`config.mk`:
```
export PLATFORM = sky130hd
export DESIGN_NAME = regfile_port_arbiter
export DESIGN_NICKNAME = d
export VERILOG_FILES = /design/src/rtl/regfile_port_arbiter.sv
export SDC_FILE = /design/constraint.sdc
export NUM_CORES = 1
export LEC_CHECK = 0
export ABC_AREA = 1
export CELL_PAD_IN_SITES_DETAIL_PLACEMENT = 1
export CELL_PAD_IN_SITES_GLOBAL_PLACEMENT = 1
export CORE_UTILIZATION = 27
export DETAILED_ROUTE_END_ITERATION = 10
export GPL_TIMING_DRIVEN = 1
export PLACE_DENSITY_LB_ADDON = 0.12
export SYNTH_ARGS = -nofsm -noshare
export SYNTH_HDL_FRONTEND = slang
export SYNTH_SLANG_ARGS = --single-unit
export TNS_END_PERCENT = 5
```
`constraint.sdc`:
```
create_clock -name clk -period 4 [get_ports clk]
set_clock_uncertainty 0.2 [all_clocks]
set_input_delay 0.8 -clock clk [delete_from_list [all_inputs] [get_ports clk]]
set_output_delay 0.8 -clock clk [all_outputs]
set_load 0.01 [all_outputs]
```
`src/rtl/regfile_port_arbiter.sv`:
```
// Round-robin arbiter sharing the two synchronous register-file RAM ports among NREQ requesters.
// Grants are combinational. Read data comes back to its requester one cycle after the grant.
module regfile_port_arbiter #(
    parameter int DATA = 18,
    parameter int ADDR = 5,
    parameter int NREQ = 4
) (
    input  logic                 clk,
    input  logic                 rst_n,
    input  logic [NREQ-1:0]      req,
    input  logic [NREQ-1:0]      req_we,
    input  logic [NREQ*ADDR-1:0] req_addr,
    input  logic [NREQ*DATA-1:0] req_wdata,
    output logic [NREQ-1:0]      gnt,
    output logic [NREQ-1:0]      rvalid,
    output logic [NREQ*DATA-1:0] rdata,
    output logic                 ram_wea,
    output logic [ADDR-1:0]      ram_addra,
    output logic [DATA-1:0]      ram_dina,
    input  logic [DATA-1:0]      ram_douta,
    output logic                 ram_web,
    output logic [ADDR-1:0]      ram_addrb,
    output logic [DATA-1:0]      ram_dinb,
    input  logic [DATA-1:0]      ram_doutb
);

    localparam int PW = (NREQ > 1) ? $clog2(NREQ) : 1;

    logic [PW-1:0]   ptr, ptr_nxt, last_idx;
    logic [PW:0]     cand;
    logic            a_found, b_found;
    logic [PW-1:0]   a_idx, b_idx;
    logic            a_gnt, b_gnt;
    logic            a_we, b_we;
    logic [ADDR-1:0] a_addr, b_addr;
    logic            rd_a_vld, rd_b_vld;
    logic [PW-1:0]   rd_a_idx, rd_b_idx;

    // Walk requesters in order ptr, ptr+1, ... ; first hit owns port A, second hit is the B candidate.
    always_comb begin
        a_found = 1'b0;
        b_found = 1'b0;
        a_idx   = '0;
        b_idx   = '0;
        cand    = '0;
        for (int k = 0; k < NREQ; k++) begin
            cand = {1'b0, ptr} + (PW+1)'(k);
            if (cand >= (PW+1)'(NREQ))
                cand = cand - (PW+1)'(NREQ);
            if (req[cand[PW-1:0]]) begin
                if (!a_found) begin
                    a_found = 1'b1;
                    a_idx   = cand[PW-1:0];
                end else if (!b_found) begin
                    b_found = 1'b1;
                    b_idx   = cand[PW-1:0];
                end
            end
        end
    end

    assign a_we   = req_we[a_idx];
    assign b_we   = req_we[b_idx];
    assign a_addr = req_addr[a_idx*ADDR +: ADDR];
    assign b_addr = req_addr[b_idx*ADDR +: ADDR];

    // A same-address pair may only share the cycle when both are reads.
    assign a_gnt = rst_n && a_found;
    assign b_gnt = rst_n && b_found && !((a_addr == b_addr) && (a_we || b_we));

    always_comb begin
        gnt = '0;
        if (a_gnt)
            gnt[a_idx] = 1'b1;
        if (b_gnt)
            gnt[b_idx] = 1'b1;
    end

    always_comb begin
        ram_wea   = a_gnt && a_we;
        ram_addra = a_gnt ? a_addr : '0;
        ram_dina  = a_gnt ? req_wdata[a_idx*DATA +: DATA] : '0;
        ram_web   = b_gnt && b_we;
        ram_addrb = b_gnt ? b_addr : '0;
        ram_dinb  = b_gnt ? req_wdata[b_idx*DATA +: DATA] : '0;
    end

    always_comb begin
        last_idx = b_gnt ? b_idx : a_idx;
        ptr_nxt  = ptr;
        if (a_gnt)
            ptr_nxt = (last_idx == PW'(NREQ-1)) ? '0 : last_idx + PW'(1);
    end

    always_ff @(posedge clk or negedge rst_n) begin
        if (!rst_n) begin
            ptr      <= '0;
            rd_a_vld <= 1'b0;
            rd_a_idx <= '0;
            rd_b_vld <= 1'b0;
            rd_b_idx <= '0;
        end else begin
            ptr      <= ptr_nxt;
            rd_a_vld <= a_gnt && !a_we;
            rd_a_idx <= a_idx;
            rd_b_vld <= b_gnt && !b_we;
            rd_b_idx <= b_idx;
        end
    end

    // A and B tags of one cycle always name different requesters, so the slices never collide.
    always_comb begin
        rvalid = '0;
        rdata  = '0;
        if (rd_a_vld) begin
            rvalid[rd_a_idx]                = 1'b1;
            rdata[rd_a_idx*DATA +: DATA]    = ram_douta;
        end
        if (rd_b_vld) begin
            rvalid[rd_b_idx]                = 1'b1;
            rdata[rd_b_idx*DATA +: DATA]    = ram_doutb;
        end
    end

endmodule

```
==> results.ini <==
[place]
placed_area_um2 = 9550
numPortBuffers = 265
routabilityCongestion = 0.968
place_hpwl_um = 27700

[setup_path]
max_stage_delay_ps = 180
worst_ep_required_time_ps = 3000
crit_slowest_cell = buf_12
crit_fanout = 7
cp-end-kind = output pin
critPathKind = in -> out
reg2regPathDepth = 30
startpoint_type = primary input
arrival_ps = 3780

[sta]
grt_setup_unrepaired = true
finalSetupViolCount = 48
finalWorstSetupSlack_ps = -782
slew_headroom_pct = 52.4
hold_violations = 0
post-route-min-period_ps = 4780
max_freq_mhz = 209
max_slew.worst_pin.slew_ps = 706
maxSlewViolCount = 0
finalCritPeriodShare_pct = 120

[global_route]
gr-total-overflow = 0
grt_max_degree = 38
grt_use_total_pct = 33.6
antenna_found_initial = 2
grt_pass1_wl_um = 56800
grt_pass1_vias = 10100

[logic_synthesis]
syn-cell-area_um2 = 5520
ys_seq_area_share_pct = 3.62
synth_edf_count = 0
yosysTopAreaCell = nand2_1
synth_top_area_share_pct = 18.6
avgSynthCellArea_um2 = 5.19
synth_warnings = 0
synthTopCellsByArea = nand2_1 19%, o22ai_1 13%, o21ai_0 9.1%
synth_flop_cell = dfrtp_1
ys_async_sr_fraction_pct = 100
yosysMostFrequentCell = nand2_1
synth_cells = 1065
synth_top_cells_by_count = 274 x nand2_1, 116 x o22ai_1, 100 x o21ai_0, 98 x nor2_1, 96 x nand3_1
synth_nets = 1218
yosysUniqueCellTypes = 50
ys_seq_elements = 8

[clock_tree]
clock-sinks = 8
clkSlewWorstSetupHoldPaths_ps = 40
h-tree-depth = 1
clk_latency_ps = 230
cts_root_buffer = clkbuf_16
cts_hold_buf = 0
tritoncts = built
ctsLongestPathBuffers = 2
numCtsBuffers = 3

[route]
antenna_left = 0
first_pass_iters = 5
vias = 10100
vias_per_cell = 5.85
wl_per_cell_um = 23.3
drc = 0
dr.first_iter.drc_count = 655
finalWirelength_um = 40300

[die]
dieArea_um2 = 21000
start_util_pct = 27.9
coreArea_um2 = 19800
rows = 51
die_x_um = 145
ios = 266
die_h_um = 145

[final_layout]
layout-drive-gt1-share_pct = 29.8
utilization_pct = 53.8
design_area_um2 = 10700
nNetsFinal = 1619
syn_to_final_growth_pct = 92.8

[run_status]
violations = setup timing
status = finished with violations

[hold_path]
holdPathStages = 2
holdCritPathClass = reg -> reg

[run]
maxCapViolations = 0

==> cell type report <==
class / count / area [um^2]
inverters: 102 / 407
multi-input cells: 883 / 5320
clock buffers: 3 / 75.1
repair buffers: 468 / 4310
fillers: 2647 / 9130
flip-flops and latches: 8 / 203
well taps: 265 / 332
diodes: 1 / 2.50
==> routing by layer <==
layer / track usage [%] / part of all wire [%]
met5: 0 / 0.032
met1: 37.9 / 38
met2: 61.3 / 50
met4: 14.6 / 5.4
met3: 5.97 / 7.2
==> through the flow <==
step	hold slack, ps	setup WS, ps	TNS [ps]	cells
finish	436	-782	-20550	1730
global route	468	-832	-24880	1729
CTS	471	-360	-9530	1718
detailed placement	470	-1180	-48840	1687
global placement	443	-1180	-43040	1687
floorplan	304	27.0	0	1065
==> worst paths after layout <==
| path | start | endpoint | slack, ps |
|---|---|---|---|
| max | req[3] | ram_web | -780 |
| min | ptr[1] | ptr[1] | 440 |
| max reg2reg | ptr[0] | ptr[1] | 80 |
| min reg2reg | ptr[1] | ptr[1] | 440 |
| max in group asynchronous | rst_n | ptr[1] | 2650 |
| min in group asynchronous | rst_n | ptr[0] | 810 |
==> timing repair <==
item                                    4_1_cts  5_1_grt
cloned                                        6        1
resized for setup                           286      193
buffers inserted                             22       11
endpoints found under the hold margin         0        0
endpoints found under the setup margin       82      101
pin swaps                                    40       55
==> registers in the layout, indices dropped and copies added (netlist names) <==
name,flops
ptr,2
rd_a_idx,2
rd_b_idx,2
rd_a_vld,1
rd_b_vld,1
==> kinds of logic after synthesis <==
family                   count (synthesis)  share of synthesized area (%)
flip-flops                               8                           3.62
AO/OA/AOI/OAI                          314                           35.7
buffers and inverters                  176                           13.0
multiplexers                             2                          0.362
adder cells (fa/ha/maj)                 15                           3.40
AND/OR/NAND/NOR                        550                           43.9
==> critical path: cells and delay by family <==
kind	cells	cell delay, ps
AND/OR/NAND/NOR	14	1460
buffers and inverters	11	1370
AO/OA/AOI/OAI	1	110
==> cells in the final DEF, fill, tap and decap left out, types with 9 or more instances in the layout <==
cell type / synthesis / layout
inv_2: 5 / 12
nor3_2: 0 / 16
or2_2: 11 / 11
clkdlybuf4s50_1: 0 / 188
nor2_1: 98 / 90
a31oi_1: 15 / 14
nand3_1: 96 / 82
buf_4: 3 / 169
buf_6: 5 / 21
o22ai_2: 3 / 13
buf_12: 0 / 14
dlymetal6s2s_1: 0 / 16
inv_1: 91 / 78
o22ai_1: 116 / 106
ha_1: 15 / 13
o21ai_1: 2 / 23
buf_2: 5 / 38
o21ai_0: 100 / 76
a21oi_1: 17 / 14
nand2_2: 8 / 41
nor3_1: 41 / 23
nand2_8: 0 / 9
nand2_4: 5 / 12
nand3_2: 4 / 12
o211ai_1: 9 / 9
nand2_1: 274 / 227
Power is left out: the tool's default activity adds up to more than one toggle a clock period on the data nets, which glitch-free logic cannot reach.
